File: src/rtl/bnn_pe_pkg.sv
// Shared definitions for the binary (XNOR) PE column and its feeder.
package bnn_pe_pkg;

  // Default column geometry, also used by the PE array top.
  localparam int DEF_KERNEL = 9;
  localparam int DEF_ROWS   = 16;

  // Feeder sequencing states.
  typedef enum logic [2:0] {
    ST_IDLE   = 3'd0,
    ST_LOAD_W = 3'd1,
    ST_STREAM = 3'd2,
    ST_DRAIN  = 3'd3,
    ST_DONE   = 3'd4
  } state_t;

endpackage

File: src/rtl/xnor_pe_feeder.sv
// Transmit side of the XNOR PE weight chain and activation interface.
//
// state    | meaning
// ---------+------------------------------------------------------------
// IDLE     | cfg_ready high, waiting for a kernel weight word
// LOAD_W   | shifting KERNEL weight bits into the chain, MSB first
// STREAM   | act_ready high, one PE beat per accepted activation
// DRAIN    | KERNEL cycles of en with no start, flushing popcounts
// DONE     | last drain cycle issued; done pulses on the next cycle
//
// All PE pins are registered: every pin value reflects the decision made
// at the previous clock edge. The done pulse is issued while the FSM is
// already back in IDLE, which is why cfg_ready only returns one cycle later.
module xnor_pe_feeder
  import bnn_pe_pkg::*;
#(
  parameter int KERNEL = DEF_KERNEL,
  parameter int ROWS   = DEF_ROWS
) (
  input  logic              clk,
  input  logic              rst,
  input  logic              cfg_valid,
  output logic              cfg_ready,
  input  logic [KERNEL-1:0] cfg_weights,
  input  logic              act_valid,
  output logic              act_ready,
  input  logic              act_bit,
  input  logic              act_last,
  output logic              en,
  output logic              weight_control,
  output logic              weight_in,
  output logic              intop,
  output logic              top_start,
  output logic              start,
  output logic              top_control,
  output logic              side_control,
  output logic              done,
  output logic              err_overrun
);

  localparam int PW = $clog2(KERNEL + 1);
  localparam int BW = $clog2(ROWS + 1);
  localparam logic [PW-1:0] PHASE_INIT = PW'(KERNEL - 1);
  localparam logic [BW-1:0] LAST_BEAT  = BW'(ROWS - 1);

  state_t            state;
  // Only the bits still to be sent; the MSB goes straight to weight_in.
  logic [KERNEL-2:0] wsr;
  logic [PW-1:0]     phase;
  logic [BW-1:0]     beats;
  logic              final_beat;

  // The ROWS-th accepted beat closes the frame whether or not it is marked last.
  assign final_beat = act_last || (beats == LAST_BEAT);

  // Sequencer, counters and all registered PE pins.
  always_ff @(posedge clk or posedge rst) begin
    if (rst) begin
      state          <= ST_IDLE;
      wsr            <= '0;
      phase          <= '0;
      beats          <= '0;
      cfg_ready      <= 1'b1;
      act_ready      <= 1'b0;
      en             <= 1'b0;
      weight_control <= 1'b0;
      weight_in      <= 1'b0;
      intop          <= 1'b0;
      top_start      <= 1'b0;
      start          <= 1'b0;
      top_control    <= 1'b0;
      side_control   <= 1'b0;
      done           <= 1'b0;
      err_overrun    <= 1'b0;
    end else begin
      done        <= 1'b0;
      err_overrun <= 1'b0;
      case (state)
        ST_IDLE: begin
          if (cfg_valid && cfg_ready) begin
            state          <= ST_LOAD_W;
            wsr            <= cfg_weights[KERNEL-2:0];
            phase          <= PHASE_INIT;
            cfg_ready      <= 1'b0;
            en             <= 1'b1;
            weight_control <= 1'b1;
            weight_in      <= cfg_weights[KERNEL-1];
          end else begin
            cfg_ready <= 1'b1;
          end
        end

        ST_LOAD_W: begin
          if (phase == '0) begin
            state          <= ST_STREAM;
            en             <= 1'b0;
            weight_control <= 1'b0;
            weight_in      <= 1'b0;
            act_ready      <= 1'b1;
            beats          <= '0;
          end else begin
            phase     <= phase - 1'b1;
            weight_in <= wsr[KERNEL-2];
            wsr       <= wsr << 1;
          end
        end

        ST_STREAM: begin
          en           <= 1'b0;
          start        <= 1'b0;
          top_control  <= 1'b0;
          intop        <= 1'b0;
          top_start    <= 1'b0;
          side_control <= 1'b0;
          if (act_valid) begin
            en           <= 1'b1;
            start        <= 1'b1;
            top_control  <= 1'b1;
            intop        <= act_bit;
            top_start    <= (beats == '0);
            side_control <= (beats != '0);
            beats        <= beats + 1'b1;
            if (final_beat) begin
              state       <= ST_DRAIN;
              act_ready   <= 1'b0;
              phase       <= PHASE_INIT;
              err_overrun <= !act_last;
            end
          end
        end

        ST_DRAIN: begin
          en           <= 1'b1;
          start        <= 1'b0;
          top_control  <= 1'b0;
          intop        <= 1'b0;
          top_start    <= 1'b0;
          side_control <= 1'b0;
          if (phase == '0) begin
            state <= ST_DONE;
          end else begin
            phase <= phase - 1'b1;
          end
        end

        ST_DONE: begin
          en    <= 1'b0;
          done  <= 1'b1;
          state <= ST_IDLE;
        end

        default: state <= ST_IDLE;
      endcase
    end
  end

endmodule
File: config.mk
export PLATFORM = sky130hd
export DESIGN_NAME = xnor_pe_feeder
export DESIGN_NICKNAME = d
export VERILOG_FILES = /design/src/rtl/bnn_pe_pkg.sv /design/src/rtl/xnor_pe_feeder.sv
export SDC_FILE = /design/constraint.sdc
export NUM_CORES = 1
export LEC_CHECK = 0
export ABC_AREA = 1
export CORE_AREA = 2 2 72 74
export CTS_BUF_LIST = sky130_fd_sc_hd__clkbuf_8 sky130_fd_sc_hd__clkbuf_16
export CTS_CLUSTER_DIAMETER = 80
export DETAILED_ROUTE_END_ITERATION = 6
export DIE_AREA = 0 0 74 76
export PLACE_DENSITY = 0.63
export SYNTH_ARGS = -nofsm -noshare
export SYNTH_HDL_FRONTEND = slang
export SYNTH_SLANG_ARGS = --single-unit
File: constraint.sdc
create_clock -name clk -period 3 [get_ports clk]
set_input_delay 0.3 -clock clk [delete_from_list [all_inputs] [get_ports clk]]
set_output_delay 0.3 -clock clk [all_outputs]
set_load 0.005 [all_outputs]
==> results.toml, run 1 <==
[status]
outcome = "complete, no violations"

[sta]
finalSetupViolCount = 0
slew_viol_final = 0
fmax_ghz = 0.598
tns_ns = 0
skew_ns = 0.00447
max_slew.worst_pin.slew_ns = 0.384
fin_crit_sh_pct = 55.7
rsz0062_at_grt = "false"
post-route-min-period_ns = 1.67
hold_violations = 0
hold-worst-slack_ns = 0.393
slew_headroom_pct = 74.3

[grt]
antenna_found_initial = 0
grt.total_usage_pct = 12.9
grt_start_max_net_pins = 32
grt-ovfl-total = 0
grt_pass1_wl_microns = 5520
grt_pass1_vias = 1240

[cts]
post-cts-setup-buffer-count = 0
clk_path_buf_depth = 2
clk_pin_slew_ns = 0.06
clk_latency_ns = 0.28
cts_resized = 0
cts_num_sinks = 31
htreeDepth = 2
postCtsHoldBufs = 0
cts_buffers = 5
root_buffer = "clkbuf_8"
cts_tree = "yes"

[drt]
wl_per_cell_microns = 10.8
wl_met3_microns = 116
ant_nets = 0
drcViolationCount = 0
top_layer_used = "met4"
dr.pass1.iters = 4
wl_met1_microns = 1560
wl_met2_microns = 1450
via_per_inst = 4.41
vias = 1296
drt_iter0_markers = 76
drt_wl_total_microns = 3180

[logic_synthesis]
postSynthAreaPerCell_sq_um = 8.41
synth_top_cell_by_area = "dfrtp_1"
synth_nets = 212
ys_types = 27
yosys-top-cells-count = "51 x nand2_1, 30 x dfrtp_1, 23 x inv_1, 14 x nand3_1"
synth_enable_flop_cells = 0
synth_top_area_share_pct = 46.3
syn_inst = 193
synth_area_leaders = "dfrtp_1 46%, nand2_1 12%, inv_1 5.3%"
yosysSeqAreaShare_pct = 47.9
synth-seq-cells = 31
async_reset_ff_share_pct = 100
yosys.cell_count.top_type = "nand2_1"
netlist_area_sq_um = 1620
synth_ff_type = "dfrtp_1"
yosys_warnings = 0

[power]
power_frac_seq_pct = 33.0
p_sw_w = 0.000948
combPwrFrac_pct = 52.1
ir_drop_v = 0.000391
powerDensity_nw_per_um2 = 1080
swShare_pct = 43.3
p_leak_nw = 0.986
p_int_w = 0.00124
p_clk_share_pct = 14.9

[setup_path]
end_kind = "flop"
path_class = "flop to flop"
required_ns = 3.22
crit_fanout = 4
start_kind = "flop"
cp.arrival_ns = 1.89

[floorplanning]
die_area_sq_um = 5620
design.portCount = 27
core_area_sq_um = 4910
die_w_microns = 74
initial_utilization_pct = 33.0
fp-row-count = 26
die_h_microns = 76

[placed_design]
portBuffers = 26
finalWeightedCongestion = 0.821
dp_hpwl_microns = 2330

[finish]
antenna_cells = 0
n_fill_cell = 505
area.growth.synth_to_final_pct = 25.0
layout.nets = 242
drive_gt1_share_pct = 13.8

[job]
drv_cap = 0

[min_path]
hold_class = "input pin to asynchronous set/reset pin"
## kinds of logic after synthesis
logic type,synth area share (%)
AND/OR/NAND/NOR,27.3
XOR/XNOR,1.62
buffers and inverters,8.33
AO/OA/AOI/OAI,11.2
multiplexers,0.617
flip-flops,47.9
adder cells (fa/ha/maj),3.08
## flip-flops by register name (all words and copies together), names as in the netlist
register,cells
en,1
intop,1
err_overrun,1
top_start,1
weight_in,1
phase,4
side_control,1
beats,5
wsr,8
top_control,1
weight_control,1
act_ready,1
cfg_ready,1
state,3
done,1
## placed cells by master, fill, tap and decap left out
master and instances:
a21o_1 1, a21oi_1 3, a22o_1 2, buf_4 1, clkbuf_8 6, clkdlybuf4s50_1 26
clkinv_2 1, dfrtp_1 30, dfstp_2 1, ha_1 4, inv_1 24, inv_2 2
mux2i_1 1, nand2_1 51, nand2_2 8, nand3_1 14, nand3_4 1, nand4_1 2
nor2_1 11, nor2_2 4, nor2_4 2, nor3_1 1, nor3b_1 1, o21ai_0 6
o21ai_1 11, o21ai_2 5, o22ai_1 2, xnor2_1 1, xor2_1 2
## metal layers
metal	global-route usage [%]	vias up
li1	-	672
met1	17.3	596
met5	0	-
met2	18.1	24
met3	5.16	4
met4	5.64	0
## final timing paths
check                           slack, ns  cells past startpoint         to  startpoint
worst min-delay path                 0.39                      3   beats[0]         rst
worst min register to register       0.48                      2         en          en
min in group clk                     0.48                      2         en          en
max in group asynchronous            2.29                      3  cfg_ready         rst
worst max-delay path                 1.33                      9   phase[0]    beats[1]
worst max register to register       1.33                      9   phase[0]    beats[1]
## layout make-up
class                   instances  area, sq um  share of cell area (%)
clock inverters                 2         8.76                   0.432
repair buffers                 27          268                    13.2
inverters                      25         93.8                    4.63
multi-input cells             133          711                    35.0
well taps                      70         87.6                    4.32
flip-flops and latches         31          777                    38.3
clock buffers                   6         82.6                    4.07
## critical path, cell delays in order (launching register included)
cell     delay, ns
dfrtp_1       0.41
ha_1          0.21
nand2_1       0.08
nor2_1        0.04
ha_1          0.20
o21ai_0       0.22
nand2_2       0.11
nand3_1       0.17
nand3_1       0.10
nand2_1       0.07
## through the flow
stage          area (sq um)  total power, W  util, %  setup slack (ns)  cells
2_1_floorplan          1620         0.00162        -              1.52    193
3_5_place_dp           1940         0.00188     39.4              1.29    286
5_1_grt                2030         0.00242     41.3              1.11    294
6_report               2030         0.00219     41.3              1.33    294
3_3_place_gp           1940         0.00186     39.4              1.32    286
4_1_cts                2030         0.00222     41.3              1.34    294
## power by group through the flow
stage / Clock (W) / Combinational, W / Sequential (W)
floorplan: 0 / 0.000907 / 0.000709
global placement: 0 / 0.00113 / 0.000728
detailed placement: 0 / 0.00116 / 0.000724
CTS: 0.000340 / 0.00116 / 0.000721
global route: 0.000356 / 0.00132 / 0.000744
finish: 0.000327 / 0.00114 / 0.000722
(Power assumes the default switching activity.)
==> run 2, diff against run 1 <==
==> constraint.sdc (replaced) <==
create_clock -name clk -period 1.61 [get_ports clk]
set_input_delay 0.161 -clock clk [delete_from_list [all_inputs] [get_ports clk]]
set_output_delay 0.161 -clock clk [all_outputs]
set_load 0.005 [all_outputs]
==> run 2 against run 1 <==
Compared with the run above:
- worst hold slack got worse by 0.14 ns
- clock skew rose by 0.0051 ns
- flip-flop and latch count unchanged
- maximum frequency up 12%
- worst setup slack got worse by 1.2 ns
- via count grew 2.9%
- clock power is 140% higher
- sequential power increased by 86%
- critical path type unchanged
- critical endpoint is now phase[3]
- largest power group unchanged
- highest routed layer unchanged
==> results.toml, run 2 (synthesis results as in run 1) <==
[status]
outcome = "complete, no violations"

[floorplanning]
initial_utilization_pct = 33.0
core_area_sq_um = 4910
die_h_microns = 76
die_w_microns = 74
fp-row-count = 26
design.portCount = 27
die_area_sq_um = 5620

[cts]
htreeDepth = 2
cts_buffers = 5
clk_latency_ns = 0.28
postCtsHoldBufs = 0
clk_pin_slew_ns = 0.07
clk_path_buf_depth = 2
root_buffer = "clkbuf_8"
cts_num_sinks = 31
cts_tree = "yes"

[drt]
ant_nets = 0
drcViolationCount = 0
dr.pass1.iters = 5
drt_wl_total_microns = 3240
wl_per_cell_microns = 10.8
drt_iter0_markers = 33
via_per_inst = 4.45
vias = 1334

[power]
p_sw_w = 0.00183
power_frac_seq_pct = 29.8
powerDensity_nw_per_um2 = 2120
ir_drop_v = 0.00100
p_int_w = 0.00267
combPwrFrac_pct = 52.7
p_clk_share_pct = 17.5
swShare_pct = 40.7
p_leak_nw = 1.03

[sta]
max_slew.worst_pin.slew_ns = 0.390
rsz0062_at_grt = "false"
post-route-min-period_ns = 1.50
fmax_ghz = 0.668
finalSetupViolCount = 0
skew_ns = 0.00952
fin_crit_sh_pct = 93.0
tns_ns = 0
hold_violations = 0
slew_viol_final = 0
slew_headroom_pct = 74.0

[placed_design]
dp_hpwl_microns = 2400
portBuffers = 26
finalWeightedCongestion = 0.787
place_inst = 290

[finish]
area.growth.synth_to_final_pct = 31.0
largest_register_ffs = 8
layout.nets = 248
stdcell_count = 300
top_regs = "wsr (8), beats (5), phase (4)"
n_fill_cell = 494
antenna_cells = 0
layout_commonest_cell = "nand2_1"
largest-register = "wsr"
layout_common_cells = "51 x nand2_1, 30 x dfrtp_1, 26 x clkdlybuf4s50_1, 23 x inv_1, 12 x nand3_1"
drive_gt1_share_pct = 17.8
final_util_pct = 43.3

[grt]
grt_pass1_vias = 1248
grt_start_max_net_pins = 32
antenna_found_initial = 0
grt_pass1_wl_microns = 5520
grt-ovfl-total = 0
grt.total_usage_pct = 12.6

[setup_path]
cp.arrival_ns = 1.66
end_kind = "flop"
r2r-end = "phase[3]"
reg2reg_slack_ns = 0.11
crit_fanout = 5
required_ns = 1.78
start_kind = "flop"
worstReg2RegStart = "beats[0]"
reg2reg_depth = 10
path_class = "flop to flop"

[job]
drv_cap = 0

[min_path]
hold_class = "input pin to asynchronous set/reset pin"
-- run 2: cell count changes in the layout (fill, tap and decap cells not counted), sizes merged --
cell    delta
inv        -1
bufinv     +1
buf        +6
-- run 2: worst max-delay path by stage --
stage	start	end	slack, ns	cells after the start
floorplan	beats[0]	phase[3]	0.13	10
global placement	beats[0]	phase[3]	0.06	9
detailed placement	beats[0]	phase[1]	0.05	10
CTS	beats[0]	phase[3]	0.03	9
global route	state[2]	wsr[1]	0.006	7
finish	beats[0]	phase[3]	0.11	10
-- run 2: power by group through the flow --
| stage | registers [W] | clock network [W] | logic [W] |
|---|---|---|---|
| after floorplan | 0.00132 | 0 | 0.00169 |
| after global placement | 0.00135 | 0 | 0.00220 |
| after detailed placement | 0.00136 | 0 | 0.00223 |
| after CTS | 0.00135 | 0.000815 | 0.00224 |
| after global routing | 0.00138 | 0.000858 | 0.00266 |
| final | 0.00134 | 0.000787 | 0.00237 |
-- run 2: per-stage QoR --
| step | power, W | instance area, sq um | setup WS (ns) | hold slack (ns) |
|---|---|---|---|---|
| floorplan | 0.00301 | 1620 | 0.125 | 0.231 |
| global placement | 0.00355 | 1970 | 0.0600 | 0.476 |
| detailed placement | 0.00358 | 1970 | 0.0487 | 0.487 |
| CTS | 0.00440 | 2080 | 0.0313 | 0.259 |
| global route | 0.00490 | 2130 | 0.00600 | 0.327 |
| finish | 0.00450 | 2130 | 0.113 | 0.253 |
-- run 2: layout make-up --
| type | count | area, sq um | share of cell area (%) |
|---|---|---|---|
| flip-flops and latches | 31 | 777 | 36.6 |
| multi-input cells | 133 | 724 | 34.1 |
| repair buffers | 33 | 325 | 15.3 |
| inverters | 25 | 93.8 | 4.41 |
| well taps | 70 | 87.6 | 4.12 |
| clock buffers | 6 | 82.6 | 3.88 |
| clock inverters | 2 | 35.0 | 1.65 |
-- run 2: worst max-delay path: stages, from the launching register on --
cell     delay [ns]
dfrtp_1        0.40
ha_1           0.23
nand2_1        0.07
nor2_1         0.04
ha_1           0.20
o21ai_2        0.13
nand2_2        0.10
nand2_2        0.09
nor2_4         0.05
nand2_1        0.05
nand2_1        0.05
-- run 2: metal layers --
layer	routed length, microns	global-route usage, %	vias to the layer above
li1	-	-	687
met1	1530	16.8	608
met2	1490	18.8	37
met3	199	4.63	2
met4	21	4.18	0
met5	0	0	-
-- run 2: timing repair --
item	4_1_cts	5_1_grt
setup buffers	0	2
endpoints found under the setup margin	0	15
resized for setup	0	4
==> run 3, diff against run 2 <==
--- a/config.mk
+++ b/config.mk
@@ -9,6 +9,7 @@
 export CORE_AREA = 2 2 72 74
 export CTS_BUF_LIST = sky130_fd_sc_hd__clkbuf_8 sky130_fd_sc_hd__clkbuf_16
 export CTS_CLUSTER_DIAMETER = 80
+export CTS_CLUSTER_SIZE = 24
 export DETAILED_ROUTE_END_ITERATION = 6
 export DIE_AREA = 0 0 74 76
 export PLACE_DENSITY = 0.63
==> results of run 3 <==
No change in the layout: final DEF, timing and power equal those of run 2.
